===== src/rtl/fdiv_if.sv =====
// Operand/result bundle for the single-precision divider.
// The master issues operands and start; the slave returns the quotient and status.
interface fdiv_if;
    logic [31:0] a;
    logic [31:0] b;
    logic        en;
    logic [31:0] c;
    logic        ready;
    logic        busy;

    modport master (output a, b, en, input c, ready, busy);
    modport slave  (input a, b, en, output c, ready, busy);
endinterface


===== src/rtl/fdiv.sv =====
// Iterative restoring single-precision divider, fixed latency per operation.
// Define FDIV_RADIX4_EN to retire two quotient bits per DIV cycle (same results, shorter latency).
module fdiv (
    input logic   clk,
    input logic   rst,
    fdiv_if.slave bus
);

`ifdef FDIV_RADIX4_EN
    localparam int unsigned BitsPerCycle = 2;
`else
    localparam int unsigned BitsPerCycle = 1;
`endif
    localparam int unsigned LastCount = 26 / BitsPerCycle - 1;

    typedef enum logic [1:0] {StIdle, StDiv, StPack} state_e;

    state_e      state;
    logic        sign;
    logic [9:0]  exp_q;
    logic [24:0] rem;
    logic [23:0] dvs;
    logic        za;
    logic        zb;
    logic [25:0] q;
    logic [4:0]  cnt;

    // One restoring step: {quotient bit, next remainder}. rem < 2*dvs keeps bit 24 free.
    function automatic logic [25:0] div_step(input logic [24:0] r, input logic [23:0] d);
        logic [24:0] diff;
        diff = r - {1'b0, d};
        if (r >= {1'b0, d}) begin
            return {1'b1, diff[23:0], 1'b0};
        end else begin
            return {1'b0, r[23:0], 1'b0};
        end
    endfunction

    logic [25:0] step1;
`ifdef FDIV_RADIX4_EN
    logic [25:0] step2;
`endif

    always_comb begin
        step1 = div_step(rem, dvs);
`ifdef FDIV_RADIX4_EN
        step2 = div_step(step1[24:0], dvs);
`endif
    end

    logic [22:0] m_raw;
    logic        guard;
    logic [9:0]  exp_n;
    logic [23:0] m_inc;
    logic [9:0]  exp_fin;
    logic [31:0] pack_c;

    always_comb begin
        if (q[25]) begin
            m_raw = q[24:2];
            guard = q[1];
            exp_n = exp_q;
        end else begin
            m_raw = q[23:1];
            guard = q[0];
            exp_n = exp_q - 10'd1;
        end
        // A carry out of the mantissa already leaves m_inc[22:0] at zero.
        m_inc   = {1'b0, m_raw} + {23'b0, guard};
        exp_fin = exp_n + {9'b0, m_inc[23]};

        if (za) begin
            pack_c = {sign, 31'b0};
        end else if (zb) begin
            pack_c = {sign, 8'hFF, 23'b0};
        end else if (exp_fin[9] || (exp_fin == 10'd0)) begin
            pack_c = {sign, 31'b0};
        end else if (exp_fin >= 10'd255) begin
            pack_c = {sign, 8'hFF, 23'b0};
        end else begin
            pack_c = {sign, exp_fin[7:0], m_inc[22:0]};
        end
    end

    always_ff @(posedge clk) begin
        if (rst) begin
            state     <= StIdle;
            bus.c     <= 32'b0;
            bus.ready <= 1'b0;
            bus.busy  <= 1'b0;
            sign      <= 1'b0;
            exp_q     <= 10'b0;
            rem       <= 25'b0;
            dvs       <= 24'b0;
            za        <= 1'b0;
            zb        <= 1'b0;
            q         <= 26'b0;
            cnt       <= 5'b0;
        end else begin
            unique case (state)
                StIdle: begin
                    bus.ready <= 1'b0;
                    if (bus.en) begin
                        sign     <= bus.a[31] ^ bus.b[31];
                        exp_q    <= {2'b0, bus.a[30:23]} - {2'b0, bus.b[30:23]} + 10'd127;
                        rem      <= {2'b01, bus.a[22:0]};
                        dvs      <= {1'b1, bus.b[22:0]};
                        za       <= (bus.a[30:23] == 8'd0);
                        zb       <= (bus.b[30:23] == 8'd0);
                        q        <= 26'b0;
                        cnt      <= 5'b0;
                        bus.busy <= 1'b1;
                        state    <= StDiv;
                    end
                end
                StDiv: begin
`ifdef FDIV_RADIX4_EN
                    rem <= step2[24:0];
                    q   <= {q[23:0], step1[25], step2[25]};
`else
                    rem <= step1[24:0];
                    q   <= {q[24:0], step1[25]};
`endif
                    if (cnt == 5'(LastCount)) begin
                        state <= StPack;
                    end else begin
                        cnt <= cnt + 5'd1;
                    end
                end
                StPack: begin
                    bus.c     <= pack_c;
                    bus.ready <= 1'b1;
                    bus.busy  <= 1'b0;
                    state     <= StIdle;
                end
                default: state <= StIdle;
            endcase
        end
    end

endmodule

===== src/flat_wrapper.sv =====
// flat-port wrapper written by rule: the top's interface ports become plain ports
module fdiv_flat 
  (clk, rst, bus_a, bus_b, bus_en, bus_c, bus_ready, bus_busy);
  fdiv_if bus_i ();
  input logic clk;
  input logic rst;
  input wire logic [$bits(bus_i.a)-1:0] bus_a;
  input wire logic [$bits(bus_i.b)-1:0] bus_b;
  input wire logic [$bits(bus_i.en)-1:0] bus_en;
  output wire logic [$bits(bus_i.c)-1:0] bus_c;
  output wire logic [$bits(bus_i.ready)-1:0] bus_ready;
  output wire logic [$bits(bus_i.busy)-1:0] bus_busy;
  assign bus_i.a = bus_a;
  assign bus_i.b = bus_b;
  assign bus_i.en = bus_en;
  assign bus_c = bus_i.c;
  assign bus_ready = bus_i.ready;
  assign bus_busy = bus_i.busy;
  fdiv u_core (.clk(clk), .rst(rst), .bus(bus_i));
endmodule

===== config.mk =====
export PLATFORM = sky130hd
export DESIGN_NAME = fdiv_flat
export DESIGN_NICKNAME = d
export VERILOG_FILES = /design/src/rtl/fdiv_if.sv /design/src/rtl/fdiv.sv /design/src/flat_wrapper.sv
export SDC_FILE = /design/constraint.sdc
export NUM_CORES = 1
export LEC_CHECK = 0
export CAP_MARGIN = 30
export CORE_MARGIN = 5
export CORE_UTILIZATION = 30
export CTS_BUF_LIST = sky130_fd_sc_hd__clkbuf_16
export CTS_CLUSTER_SIZE = 20
export DETAILED_ROUTE_END_ITERATION = 10
export PLACE_DENSITY = 0.49
export SKIP_CTS_REPAIR_TIMING = 1
export SYNTH_ARGS = -nofsm -noshare
export SYNTH_HDL_FRONTEND = slang
export SYNTH_SLANG_ARGS = --single-unit

===== constraint.sdc =====
create_clock -name clk -period 7.12 [get_ports clk]
set_input_delay 1.068 -clock clk [delete_from_list [all_inputs] [get_ports clk]]
set_output_delay 1.068 -clock clk [all_outputs]
set_load 0.05 [all_outputs]

* Yosys cells after proc, flatten, opt, wreduce, memory -nomap -nowiden
Cells that the tools add are included.
Storage, ports and cells: bits in registers 129, input port bits 67, logic and storage cells 61
Cells by class: add/subtract/negate cells 7, order comparisons 2, eq/ne operators 6, mux-type cells 21, bitwise operators 1, reduce and logical (&&, ||, !) cells 12
Operators with widths (count):
- two-way mux 31 bit | 4
- two-way mux 26 bit | 2
- one-hot mux 26 bit (2 select lines) | 1
- one-hot mux 25 bit (2 select lines) | 1
- greater-or-equal comparator 25 x 24 -> 1 bit | 1
- two-way mux 25 bit | 1
- adder 23 x 1 -> 24 bit | 1
- subtractor 24 bit | 1
- two-way mux 23 bit | 1
- logical NOT 8 bit | 2
- adder 10 x 1 -> 10 bit | 1
- adder 10 x 7 -> 10 bit, second input constant | 1
- greater-or-equal comparator 10 x 8 -> 1 bit, second input constant | 1
- logical NOT 10 bit | 1
- two-way mux 10 bit | 1
- two-way mux 5 bit | 2
- one-hot mux 5 bit (2 select lines) | 1
- subtractor 10 x 1 -> 10 bit, second input constant | 1
- subtractor 8 x 8 -> 9 bit | 1
- AND reduction 2 bit | 4
- adder 5 x 1 -> 5 bit, second input constant | 1
- equality test 5 bit, second input constant | 1
- two-way mux 2 bit | 2
- inequality test 2 bit, second input constant | 2
- 11 further kinds | 14

* Longest topological paths before layout
word-level depth 8, gate-level depth with buffers 23, gate-level depth less buffers 18

* Worst setup path before layout
Ideal clock, no wire load.
path type register to register, start point register u_core.q[25], end point register u_core.bus.c[5], library setup time 0.117 ns, arrival time 5.350 ns, setup slack 1.654 ns, cell stages (with the launch flop) 24, buffers on the path 5, cell sequence dfxtp_1 clkbuf_1 clkbuf_1 clkbuf_1 buf_1 mux2_2 ha_1 and4_1 and3_1 nand4_1 nor2_1 nand2_1 nor3b_1 ha_1 ha_1 nor2b_1 a31oi_1 a21oi_1 xor2_1 or4_1 o31ai_4 nor3b_4 buf_6 a22o_1
Between the ends: word-level cells in the longest chain between the ends 8
RTL lines:
- start, declared | RTL line fdiv.sv:25 | logic [25:0] q;
- start signal, assigned | RTL line fdiv.sv:122 | q <= {q[24:0], step1[25]};
- two-way mux 23 bit / two-way mux 1 bit (equally long branches) | RTL line fdiv.sv:59 | if (q[25]) begin
- adder 23 x 1 -> 24 bit | RTL line fdiv.sv:69 | m_inc = {1'b0, m_raw} + {23'b0, guard};
- adder 10 x 1 -> 10 bit | RTL line fdiv.sv:70 | exp_fin = exp_n + {9'b0, m_inc[23]};
- greater-or-equal comparator 10 x 8 -> 1 bit / logical NOT 10 bit (equally long branches) | RTL line fdiv.sv:78, fdiv.sv:76
- two-way mux 31 bit / logical OR 1 bit (equally long branches) | RTL line fdiv.sv:78, fdiv.sv:76
- two-way mux 31 bit (*) | RTL line fdiv.sv:76 | end else if (exp_fin[9] || (exp_fin == 10'd0)) begin
- two-way mux 31 bit (*) | RTL line fdiv.sv:74 | end else if (zb) begin
- two-way mux 31 bit (*) | RTL line fdiv.sv:72 | if (za) begin
- end signal, assigned | RTL line fdiv.sv:131 | bus.c <= pack_c;
- end, declared | RTL line fdiv_if.sv:12 | modport slave (input a, b, en, output c, ready, busy);
Every way passes the cells marked *; elsewhere a longest branch is shown, timed or not. A chain may end at the register's enable or synchronous reset.

* Worst setup path in the final report
start point register u_core.q[25], end point register u_core.bus.c[7]
Same word-level chain as after synthesis.

==> impl_metrics.env <==
export IMPL_cts_tree="built"
export IMPL_die_area_um2=30400
export IMPL_area_growth_pct=22.7
export IMPL_drt_first_iter_violations=314
export IMPL_setup_viol=0
export IMPL_wl_per_cell_um=15.0
export IMPL_status="finished clean"
export IMPL_max_stage_delay_ns=0.76
export IMPL_synth_seq_area_share_pct=31.9
export IMPL_power_density_cell_area_nw_per_um2=243
export IMPL_critPathMaxFanout=27
export IMPL_hold_slack_ns=0.454
export IMPL_cp_data_arrival_time_ns=5.74
export IMPL_synthFlopType="dfxtp_1"
export IMPL_chipHeight_um=174
export IMPL_finalSetupTns_ns=0
export IMPL_io_buffers=100
export IMPL_grt_start_max_net_pins=76
export IMPL_grt_pass1_vias=6738
export IMPL_viasPerCell=5.10
export IMPL_fmax_mhz=186
export IMPL_final_nets=1168
export IMPL_synth_edf_count=0
export IMPL_grt_overflow=0
export IMPL_netlist_area_um2=8110
export IMPL_timing_worst_setup_path_type="flip-flop to flip-flop"
export IMPL_required_ns=7.49
export IMPL_htree_levels=4
export IMPL_clk_pin_slew_worst_paths_ns=0.07
export IMPL_worstMarginPinSlew_ns=0.977
export IMPL_drc_errors=0
export IMPL_fin_area_um2=9940
export IMPL_period_needed_ns=5.37
export IMPL_maxCapViolCount=0
export IMPL_num_rows=60
export IMPL_io_pins=101
export IMPL_fin_skew_ns=0.0102
export IMPL_dr_pass1_iters=4
export IMPL_final_max_slew_violation_count=0
export IMPL_cts_made_buffers=17
export IMPL_ys_types=78
export IMPL_holdCritPathClass="flip-flop to flip-flop"
export IMPL_gp_congestion=0.807
export IMPL_yosysTopAreaCellShare_pct=31.9
export IMPL_p_leak_nw=3.78
export IMPL_syn_avg_cell_area_um2=8.12
export IMPL_initial_utilization_pct=30.2
export IMPL_crit_path_start_kind="flip-flop"
export IMPL_antenna_found_initial=1
export IMPL_layout_drive_gt1_share_pct=8.58
export IMPL_vias=7205
export IMPL_finalHoldViolCount=0
export IMPL_ys_top_cells_by_area="dfxtp_1 32%, nand2_1 6.9%, ha_1 6.2%, a21oi_1 5.7%, a22o_1 5.2%"
export IMPL_fillers=2789
export IMPL_syn_num_nets=1107
export IMPL_hpwlAfterDp_mm=15.2
export IMPL_synth_seq_cells=129
export IMPL_synthArstFlopShare_pct=0
export IMPL_min_period_over_period_pct=75.4
export IMPL_cts_sinks=129
export IMPL_peakVddDrop_v=0.000138
export IMPL_worst_path_max_delay_cell="nor3b_4"
export IMPL_drt_wl_total_mm=21.3
export IMPL_cp_cell_sequence="mux2_2 -> ha_1 -> and4_1 -> and3_1 -> nand4_1 -> nor2_1 -> nand2_1 -> nor3b_1 -> ha_1 -> ha_1 -> nand2_1 -> or4_4 -> a22oi_4 -> o31ai_4 -> nor3b_4 -> a22o_1"
export IMPL_die_w_um=174
export IMPL_fin_total_pwr_mw=2.42
export IMPL_grt_pass1_wl_mm=34.5
export IMPL_synthCells=998
export IMPL_grt_use_total_pct=13.6
export IMPL_slew_headroom_pct=34.7
export IMPL_cts_root_buf="clkbuf_16"
export IMPL_rsz0062_at_grt="false"
export IMPL_synth_area_leader_cell="dfxtp_1"
export IMPL_placed_area_um2=9350
export IMPL_crit_top_cell="ha_1"
export IMPL_end_kind="flip-flop"
export IMPL_coreArea_um2=26800
export IMPL_yosysWarningCount=0
export IMPL_ant_nets=0
export IMPL_ctsLongestPathBuffers=2
export IMPL_clkLatencyLatePin_ns=0.43
-- flip-flops by register name, summed over array words and instances (netlist names) --
register,cells
u_core.bus.c,32
u_core.state,2
u_core.exp_q,10
u_core.dvs,24
u_core.za,1
u_core.zb,1
u_core.cnt,5
u_core.bus.ready,1
u_core.sign,1
u_core.bus.busy,1
u_core.rem,25
u_core.q,26
-- cell families after synthesis --
group / Yosys count / share of synthesized area, %
flops: 129 / 31.9
mux: 28 / 3.53
buf+inv: 116 / 5.74
simple gates: 334 / 20.5
xor+xnor: 52 / 5.62
fa+ha+maj: 42 / 6.67
compound gates: 297 / 26.0
-- cell type report --
| class | instances | area (um^2) | share of cell area, % |
|---|---|---|---|
| clock inverters | 15 | 171 | 1.72 |
| multi-input cells | 753 | 5080 | 51.1 |
| inverters | 48 | 180 | 1.81 |
| diodes | 1 | 2.50 | 0.0252 |
| flip-flops and latches | 129 | 2580 | 26.0 |
| repair buffers | 110 | 1070 | 10.8 |
| well taps | 341 | 427 | 4.29 |
| clock buffers | 17 | 425 | 4.28 |
-- synthesized netlist by cell type (5+ instances only) --
cell      instances
nor3b_1           6
o21ai_0          22
a311oi_1          9
a31oi_1          12
o21a_1           10
and3_1           14
nand4_1           8
and2_1            7
a211oi_1         18
xor2_1           21
nand2b_1         13
mux2_2            5
a22o_1           48
and4_1            6
inv_1            48
xnor2_1          31
dfxtp_1         129
nor2_1           41
ha_1             40
clkbuf_1         51
buf_1            10
a21o_1           16
or2_2             8
nand2_1         150
nor3_1           18
a221o_1           6
nor4_1            8
nor2b_1          16
o31ai_1           5
mux2i_1          23
a21oi_1          93
nand3_1          17
a31o_2           16
-- per-stage QoR --
| step | util, % | setup slack (ns) | std cells |
|---|---|---|---|
| floorplan | - | 1.65 | 998 |
| global placement | 34.9 | 1.88 | 1381 |
| detailed placement | 34.9 | 1.78 | 1381 |
| CTS | 37.1 | 1.71 | 1413 |
| global route | 37.1 | 1.21 | 1414 |
| finish | 37.1 | 1.75 | 1414 |
-- per-layer routing --
metal  part of all wire (%)  vias to the layer above  wire [um]  GRT usage [%]
met5                      0                        -          0              0
met4                    1.1                        0        233           3.89
met3                    3.6                       17        762           2.52
met2                     44                      127       9280           21.2
met1                     52                     3315      11000           19.1
li1                       -                     3746          -              -
-- where the power goes --
group          switching (mW)  internal, mW  total (mW)
clock                   0.375         0.527       0.901
sequential             0.0349         0.760       0.795
combinational           0.402         0.319       0.721
total                   0.811          1.61        2.42
-- layout by cell type, fill, tap and decap left out, drive strengths merged, types with 5 or more instances in the layout --
master	count
o21a	10
clkbuf	17
nand3	17
clkdlybuf4s50	99
a211oi	18
or2	9
nand2	150
a31o	16
a21oi	93
o31ai	6
nor2b	16
a31oi	12
nor3b	7
and3	15
a21o	16
dfxtp	129
buf	11
ha	40
o21ai	22
a22o	48
nand4	8
a221o	6
and2	7
nor4	9
nor3	19
xor2	21
nor2	42
a311oi	9
mux2i	23
xnor2	31
inv	57
mux2	5
a21boi	5
or4	5
and4	6
nand2b	13
-- worst paths after layout --
path	startpoint	slack, ns	to	cells after the start
hold reg to reg	u_core.dvs[3]	0.45	u_core.dvs[3]	2
setup reg to reg	u_core.q[25]	1.75	u_core.bus.c[7]	16
hold / removal	u_core.dvs[3]	0.45	u_core.dvs[3]	2
setup / recovery	u_core.q[25]	1.75	u_core.bus.c[7]	16
-- worst max-delay path: cells and delay by family (launching register included) --
kind	cells	cell delay, ns
AOI/OAI and AO/OA	3	0.61
and+or+nand+nor	9	2.96
muxes	1	0.24
adders and majority gates	3	0.86
DFF	1	0.61
(Power assumes the default switching activity.)
